<file path="src/rtl/cm0_debug_memap.sv">
// Debug memory-access port master: CSW/TAR/DRW register file driving single
// transfers on the debug slave channel, with TAR auto-increment and sticky error.
module cm0_debug_memap (
  input  logic        DCLK,
  input  logic        DBGRESETn,
  input  logic        APREQ,
  input  logic        APWRITE,
  input  logic [1:0]  APADDR,
  input  logic [31:0] APWDATA,
  output logic [31:0] APRDATA,
  output logic        APACK,
  output logic        APERR,
  output logic [1:0]  SLVTRANS,
  output logic [1:0]  SLVSIZE,
  output logic        SLVWRITE,
  output logic [31:0] SLVADDR,
  output logic [31:0] SLVWDATA,
  input  logic [31:0] SLVRDATA,
  input  logic        SLVREADY,
  input  logic        SLVRESP
);

  typedef enum logic [1:0] {IDLE, ADDR, DATA, DONE} state_t;

  state_t      state;
  logic [1:0]  size;
  logic        inc_en;
  logic        sticky_err;
  logic [31:0] tar;
  logic [31:0] csw_value;
  logic [31:0] tar_step;

  always_comb begin
    csw_value = {24'h0, sticky_err, (state == ADDR) || (state == DATA),
                 1'b0, inc_en, 2'b00, size};
    case (size)
      2'b00:   tar_step = 32'd1;
      2'b01:   tar_step = 32'd2;
      default: tar_step = 32'd4;
    endcase
  end

  // Address-phase qualifier is decoded from state so reset kills it immediately.
  assign SLVTRANS = (state == ADDR) ? 2'b10 : 2'b00;
  assign SLVADDR  = tar;
  assign SLVSIZE  = size;

  always_ff @(posedge DCLK or negedge DBGRESETn) begin
    if (!DBGRESETn) begin
      state      <= IDLE;
      size       <= 2'b10;
      inc_en     <= 1'b0;
      sticky_err <= 1'b0;
      tar        <= 32'h0;
      SLVWRITE   <= 1'b0;
      SLVWDATA   <= 32'h0;
      APACK      <= 1'b0;
      APERR      <= 1'b0;
      APRDATA    <= 32'h0;
    end else begin
      case (state)
        IDLE: begin
          if (APREQ) begin
            case (APADDR)
              2'd0: begin
                if (APWRITE) begin
                  size   <= (APWDATA[1:0] == 2'b11) ? 2'b10 : APWDATA[1:0];
                  inc_en <= ~APWDATA[5] & APWDATA[4];
                  if (APWDATA[7]) sticky_err <= 1'b0;
                end else begin
                  APRDATA <= csw_value;
                end
              end
              2'd1: begin
                if (APWRITE) tar <= APWDATA;
                else         APRDATA <= tar;
              end
              2'd3: begin
                SLVWRITE <= APWRITE;
                SLVWDATA <= APWDATA;
              end
              default: ;
            endcase
            // A DRW access only reaches the slave when no error is pending.
            if (APADDR == 2'd3 && !sticky_err) begin
              state <= ADDR;
            end else begin
              state <= DONE;
              APACK <= 1'b1;
              APERR <= (APADDR == 2'd3);
            end
          end
        end
        ADDR: begin
          if (SLVREADY) state <= DATA;
        end
        DATA: begin
          if (SLVREADY) begin
            state   <= DONE;
            APACK   <= 1'b1;
            APERR   <= SLVRESP;
            APRDATA <= SLVWRITE ? 32'h0 : SLVRDATA;
            if (SLVRESP)     sticky_err <= 1'b1;
            else if (inc_en) tar <= tar + tar_step;
          end
        end
        default: begin
          state   <= IDLE;
          APACK   <= 1'b0;
          APERR   <= 1'b0;
          APRDATA <= 32'h0;
        end
      endcase
    end
  end

endmodule
</file>
<file path="config.mk">
export PLATFORM = sky130hd
export DESIGN_NAME = cm0_debug_memap
export DESIGN_NICKNAME = d
export VERILOG_FILES = /design/src/rtl/cm0_debug_memap.sv
export SDC_FILE = /design/constraint.sdc
export NUM_CORES = 1
export LEC_CHECK = 0
export CAP_MARGIN = 20
export CORE_MARGIN = 3
export CORE_UTILIZATION = 40
export CTS_CLUSTER_DIAMETER = 60
export CTS_CLUSTER_SIZE = 30
export DETAILED_ROUTE_END_ITERATION = 12
export GPL_TIMING_DRIVEN = 0
export PLACE_DENSITY_LB_ADDON = 0.15
export RECOVER_POWER = 100
export SKIP_CTS_REPAIR_TIMING = 1
export SLEW_MARGIN = 15
export SYNTH_ARGS = -nofsm -noshare
export SYNTH_HDL_FRONTEND = slang
export SYNTH_SLANG_ARGS = --single-unit
</file>
<file path="constraint.sdc">
create_clock -name DCLK -period 2.4 [get_ports DCLK]
set_input_delay 0.48 -clock DCLK [delete_from_list [all_inputs] [get_ports DCLK]]
set_output_delay 0.48 -clock DCLK [all_outputs]
set_load 0.01 [all_outputs]
</file>
==> impl_metrics.py, run 1 <==
metrics = {
    "critical_path": {
        "cp-startpoint": "SLVSIZE[1]",
        "rrSetupSlack_ns": 0.05,
        "cpPeakStageDelay_ns": 0.59,
        "setup.worst_path.end_class": "flip-flop",
        "critPathKind": "flip-flop to flip-flop",
        "crit_path_top_delay_cell": "dfstp_2",
        "ff2ff_path_depth": 8,
        "worstPathRequired_ns": 2.69,
        "cp-start-kind": "flip-flop",
        "r2r-end": "SLVADDR[31]",
        "crit_path_end": "SLVADDR[31]",
        "cp_max_fo": 7,
        "cp_cell_sequence": "nor2b_2 -> ha_1 -> a211oi_2 -> nor4_4 -> buf_6 -> nand4_1 -> or4_1 -> nand3_1",
        "critPathArrivalTime_ns": 2.64,
        "reg2reg_from": "SLVSIZE[1]",
    },
    "synth": {
        "syn_nets": 623,
        "syn_area_per_cell_um2": 10.1,
        "synth_top_cell_by_area": "dfrtp_1",
        "yosysWarnings": 0,
        "yosys_most_used_dff": "dfrtp_1",
        "synth_async_sr_flop_share_pct": 100,
        "synth_edf_count": 0,
        "synth_most_common_cell": "dfrtp_1",
        "synth_area_mm2": 0.00546,
        "postSynthCellCount": 543,
        "post-synth-top-area-fraction_pct": 47.6,
        "synth_common_cells": "dfrtp_1, nor2_1, a21oi_1, mux2_2, a22oi_1",
        "ys_ff_latch": 105,
        "ys_types": 62,
        "yosysSeqAreaShare_pct": 48.1,
        "synthTopCellsByArea": "dfrtp_1, mux2_2, nor2_1, a21oi_1, a22oi_1",
    },
    "global_routing": {
        "grt_pass1_wl_um": 28100,
        "overflow": 0,
        "grt_start_max_net_pins": 57,
        "grt_usage_pct": 24.4,
        "antenna_found_initial": 0,
        "grt_pass1_vias": 5085,
    },
    "die": {
        "rows": 42,
        "initial_core_util_pct": 41.1,
        "die_w_um": 123,
        "core_area_mm2": 0.0133,
        "dieArea_mm2": 0.0151,
        "die-height_um": 123,
        "io_pins": 175,
    },
    "cells_and_area": {
        "multi_input_area_mm2": 0.00264,
        "fill_cells": 1150,
        "areaGrowthSynthToFinish_pct": 44.0,
        "post-route-cell-area_mm2": 0.00787,
        "antenna_cells": 0,
        "drive_gt1_share_pct": 16.3,
        "seq_area_mm2": 0.00263,
        "nets": 822,
    },
    "routing": {
        "viasPerCell": 5.72,
        "wl_um": 18400,
        "drt.antenna.violating_nets": 0,
        "drt-initial-drc-count": 577,
        "vias": 5275,
        "route.detailed.drc": 0,
        "dr.pass1.iters": 8,
        "wl_per_cell_um": 19.9,
    },
    "clock_tree": {
        "htree_levels": 3,
        "tritoncts": "built",
        "clk_pin_slew_ns": 0.07,
        "clockBufferDepth": 2,
        "clk_latency_ns": 0.35,
        "cts_buffers": 9,
        "clock-root-buffer": "clkbuf_16",
        "cts.sinks": 105,
    },
    "placement": {
        "io_buffers": 173,
        "pre_cts_ws_ns": -0.220,
        "gp_congestion": 0.940,
        "dp.final_hpwl_um": 13700,
        "dpl-instance-area_mm2": 0.00744,
    },
    "sta": {
        "tns_ns": 0,
        "slew_headroom_pct": 16.2,
        "setup_ws_ns": 0.0493,
        "finalCriticalPeriod_ns": 2.35,
        "timing.fmax_mhz": 425,
        "final_max_slew_viol_count": 0,
        "finClkSkew_ns": 0.00648,
        "fin_crit_sh_pct": 97.9,
        "hold_viol": 0,
        "setup_violations": 0,
        "worstMarginPinSlew_ns": 1.26,
    },
    "power_and_ir_drop": {
        "power_leakage_nw": 3.32,
        "power_density_mw_per_mm2": 1440,
        "irDropWorstVdd_mv": 0.672,
        "power_mw": 11.3,
    },
    "status": {
        "status": "completed",
    },
    "run": {
        "maxCapViolCount": 0,
    },
    "min_path": {
        "hold_path_class": "input port to async pin",
    },
}
[cell type report]
class / instances / share of cell area (%)
clock buffer: 12 / 3.26
clock inverter: 4 / 0.334
timing repair buffer: 188 / 23.4
multi-input combinational: 394 / 33.6
inverter: 6 / 0.286
tap: 176 / 2.80
sequential: 105 / 33.4
buffer: 38 / 2.93
[layer usage]
layer / global-route usage (%) / part of all wire (%)
met1: 34.5 / 44
met2: 37.7 / 46
met3: 5.35 / 9.4
met4: 7.56 / 1.3
met5: 0 / 0
[cell families after synthesis]
kind of cell / synth area share (%)
adder cells (fa/ha/maj): 1.97
buffers and inverters: 4.12
multiplexers: 7.92
AND/OR/NAND/NOR: 20.1
AO/OA/AOI/OAI: 17.6
flip-flops: 48.1
other: 0.0686
XOR/XNOR: 0.160
[cell usage in the layout, fill, tap and decap left out, types with 10 or more instances in the layout]
cell | synthesis | layout
a21oi_1 | 51 | 50
a22oi_1 | 27 | 27
buf_4 | 2 | 15
clkbuf_2 | 0 | 13
clkdlybuf4s50_1 | 0 | 70
dfrtp_1 | 104 | 104
dlygate4sd3_1 | 0 | 102
mux2_2 | 34 | 34
nand2_1 | 23 | 23
nand2b_1 | 11 | 11
nand3_1 | 18 | 18
nand4_1 | 10 | 10
nor2_1 | 69 | 68
nor3_1 | 17 | 14
o22ai_1 | 17 | 17
[metrics by stage]
| stage | utilization [%] | hold slack, ns | cells |
|---|---|---|---|
| 3_3_place_gp | 55.8 | 0.487 | 892 |
| 4_1_cts | 58.1 | 0.0730 | 909 |
| 6_report | 59.2 | 0.373 | 923 |
| 3_5_place_dp | 56.0 | 0.459 | 893 |
| 2_1_floorplan | - | 0.184 | 543 |
| 5_1_grt | 59.2 | 0.478 | 923 |
[worst min-delay path by stage]
| stage | startpoint | cells after the start | slack [ns] | end |
|---|---|---|---|---|
| 5_1_grt | DBGRESETn | 1 | 0.48 | APRDATA[11] |
| 2_1_floorplan | DBGRESETn | 0 | 0.18 | APACK |
| 4_1_cts | DBGRESETn | 1 | 0.07 | APRDATA[18] |
| 3_3_place_gp | SLVWDATA[11] | 1 | 0.49 | SLVWDATA[11] |
| 6_report | DBGRESETn | 1 | 0.37 | APRDATA[18] |
| 3_5_place_dp | DBGRESETn | 1 | 0.46 | APRDATA[11] |
[state kept, by name (all words and copies together), names as in the netlist]
name	count
SLVADDR	32
inc_en	1
APERR	1
sticky_err	1
SLVSIZE	2
APACK	1
SLVWDATA	32
SLVWRITE	1
state	2
APRDATA	32
[power by group]
| part | switching [mW] | internal [mW] | leakage, nW |
|---|---|---|---|
| clock network | 0.668 | 0.762 | 0.139 |
| logic | 3.28 | 2.98 | 1.91 |
| registers | 0.928 | 2.71 | 1.27 |
[worst max-delay path: cells and delay by family, from the launching register on]
kind,cells,cell delay (ns)
compound gates,1,0.12
fa+ha+maj,1,0.31
buf+inv,1,0.18
flops,1,0.59
simple gates,5,1.09
(Power assumes the default switching activity.)
==> inputs of run 2 (changes only) <==
--- a/config.mk
+++ b/config.mk
@@ -7,7 +7,7 @@
 export LEC_CHECK = 0
 export CAP_MARGIN = 20
 export CORE_MARGIN = 3
-export CORE_UTILIZATION = 40
+export CORE_UTILIZATION = 42
 export CTS_CLUSTER_DIAMETER = 60
 export CTS_CLUSTER_SIZE = 30
 export DETAILED_ROUTE_END_ITERATION = 12
==> run 2 against run 1 <==
Combinational power up 2%. Clock power up 5%. Routed wire length down 0.49%. Final area up 0.72%. Register-to-register slack better by 0.03 ns. Die area down 4.5%. Total power up 1.8%. Hold slack worse by 0.015 ns. Sequential cell count unchanged. Sequential share of layout area down 0.22 points. Critical endpoint is now SLVADDR[16]. Largest cell class unchanged.
==> impl_metrics.py, run 2 (synthesis results as in run 1) <==
metrics = {
    "cells_and_area": {
        "multi_input_area_mm2": 0.00268,
        "fill_cells": 1094,
        "nets": 823,
        "post-route-cell-area_mm2": 0.00792,
        "areaGrowthSynthToFinish_pct": 45.1,
        "final_common_cell": "dfrtp_1",
        "drive_gt1_share_pct": 17.2,
        "seq_area_mm2": 0.00263,
        "finalNonFillerCells": 920,
        "post-route-util_pct": 62.5,
        "antenna_cells": 0,
        "layout_common_cells": "dfrtp_1, dlygate4sd3_1, clkdlybuf4s50_1",
    },
    "die": {
        "initial_core_util_pct": 43.1,
        "die_w_um": 120,
        "rows": 41,
        "io_pins": 175,
        "dieArea_mm2": 0.0144,
        "core_area_mm2": 0.0127,
        "die-height_um": 120,
    },
    "global_routing": {
        "antenna_found_initial": 0,
        "grt_pass1_vias": 5110,
        "overflow": 0,
        "grt_start_max_net_pins": 58,
        "grt_pass1_wl_um": 28300,
        "grt_usage_pct": 25.2,
    },
    "critical_path": {
        "cpPeakStageDelay_ns": 0.58,
        "setup.worst_path.end_class": "flip-flop",
        "reg2reg_from": "SLVSIZE[1]",
        "cp-start-kind": "flip-flop",
        "worstPathRequired_ns": 2.67,
        "cp-startpoint": "SLVSIZE[1]",
        "critPathKind": "flip-flop to flip-flop",
        "ff2ff_path_depth": 9,
        "cp_max_fo": 7,
        "critPathArrivalTime_ns": 2.59,
        "crit_path_top_delay_cell": "dfstp_2",
        "cp_cell_sequence": "nor2_2 -> ha_2 -> fa_2 -> a21oi_4 -> nor4_4 -> buf_4 -> and2_1 -> and4_1 -> nor3_2",
        "r2r-end": "SLVADDR[16]",
        "rrSetupSlack_ns": 0.08,
    },
    "placement": {
        "placedCellCount": 889,
        "dp.final_hpwl_um": 13700,
        "gp_congestion": 0.917,
        "io_buffers": 173,
        "dpl-instance-area_mm2": 0.00744,
    },
    "power_and_ir_drop": {
        "power_mw": 11.5,
        "switching_share_pct": 42.9,
        "p_comb_share_pct": 55.5,
        "p_seq_share_pct": 31.4,
        "power.share.clock_pct": 13.0,
        "power_leakage_nw": 3.35,
        "irDropWorstVdd_mv": 0.597,
        "p_sw_mw": 4.94,
        "p_int_mw": 6.59,
        "power_density_mw_per_mm2": 1450,
    },
    "clock_tree": {
        "clk_latency_ns": 0.35,
        "tritoncts": "built",
        "clk_pin_slew_ns": 0.07,
        "cts.sinks": 105,
        "clockBufferDepth": 2,
        "htree_levels": 3,
        "cts_buffers": 9,
        "clock-root-buffer": "clkbuf_16",
    },
    "sta": {
        "tns_ns": 0,
        "fin_crit_sh_pct": 96.5,
        "hold_viol": 0,
        "slew_headroom_pct": 18.4,
        "timing.fmax_mhz": 432,
        "finClkSkew_ns": 0.00714,
        "finalCriticalPeriod_ns": 2.32,
        "final_max_slew_viol_count": 0,
        "worstMarginPinSlew_ns": 1.22,
        "setup_violations": 0,
    },
    "routing": {
        "route.detailed.drc": 0,
        "drt-initial-drc-count": 644,
        "wl_um": 18300,
        "drt.antenna.violating_nets": 0,
        "vias": 5263,
        "viasPerCell": 5.72,
        "dr.pass1.iters": 5,
        "wl_per_cell_um": 19.9,
    },
    "min_path": {
        "hold_path_class": "input port to async pin",
    },
    "run": {
        "maxCapViolCount": 0,
    },
    "status": {
        "status": "completed",
    },
}
run 2: changes by cell type in the layout (fill, tap and decap cells not counted), sizes merged:
cell and change:
bufinv +1, clkdlybuf4s50 +2, clkbuf -7, buf +5, dlygate4sd3 -2, clkinv +2
run 2: per-stage QoR:
step / hold slack (ns) / setup WS (ns)
after floorplan: 0.184 / 0.101
after CTS: 0.0673 / -0.232
after global placement: 0.487 / -3.22
after detailed placement: 0.448 / -0.215
after global routing: 0.461 / -0.0143
final: 0.358 / 0.0830
run 2: how the worst max path moves through the flow:
| stage | endpoint | slack (ns) | cells after the start |
|---|---|---|---|
| global route | SLVADDR[30] | -0.01 | 9 |
| global placement | SLVWDATA[5] | -3.22 | 1 |
| CTS | SLVADDR[12] | -0.23 | 8 |
| finish | SLVADDR[16] | 0.08 | 9 |
| detailed placement | SLVADDR[15] | -0.22 | 7 |
| floorplan | SLVADDR[12] | 0.10 | 8 |
run 2: critical path, delay by kind of cell, from the launching register on:
family	cells	cell delay [ns]
and+or+nand+nor	5	0.69
adders and majority gates	2	0.59
DFF	1	0.58
AOI/OAI and AO/OA	1	0.22
buffers and inverters	1	0.15
run 2: cell type report:
class,count,area share [%]
Timing Repair Buffer,189,23.3
Sequential cell,105,33.2
Clock inverter,7,0.884
Multi-Input combinational cell,394,33.8
Buffer,38,2.98
Tap cell,172,2.72
Clock buffer,9,2.84
Inverter,6,0.284
run 2: power by group through the flow:
stage	clock network, mW	registers, mW	logic [mW]
after CTS	1.52	3.65	6.39
after global placement	0	3.63	6.22
after detailed placement	0	3.68	6.36
after floorplan	0	3.82	3.11
final	1.50	3.62	6.40
after global routing	1.59	3.75	6.99
run 2: routing by layer:
layer | global-route usage [%] | vias to the layer above | share of wire [%]
met3 | 5.66 | 23 | 8.6
li1 | - | 2417 | -
met4 | 7.30 | 0 | 1.9
met5 | 0 | - | 0
met1 | 35.7 | 2583 | 44
met2 | 38.9 | 240 | 46
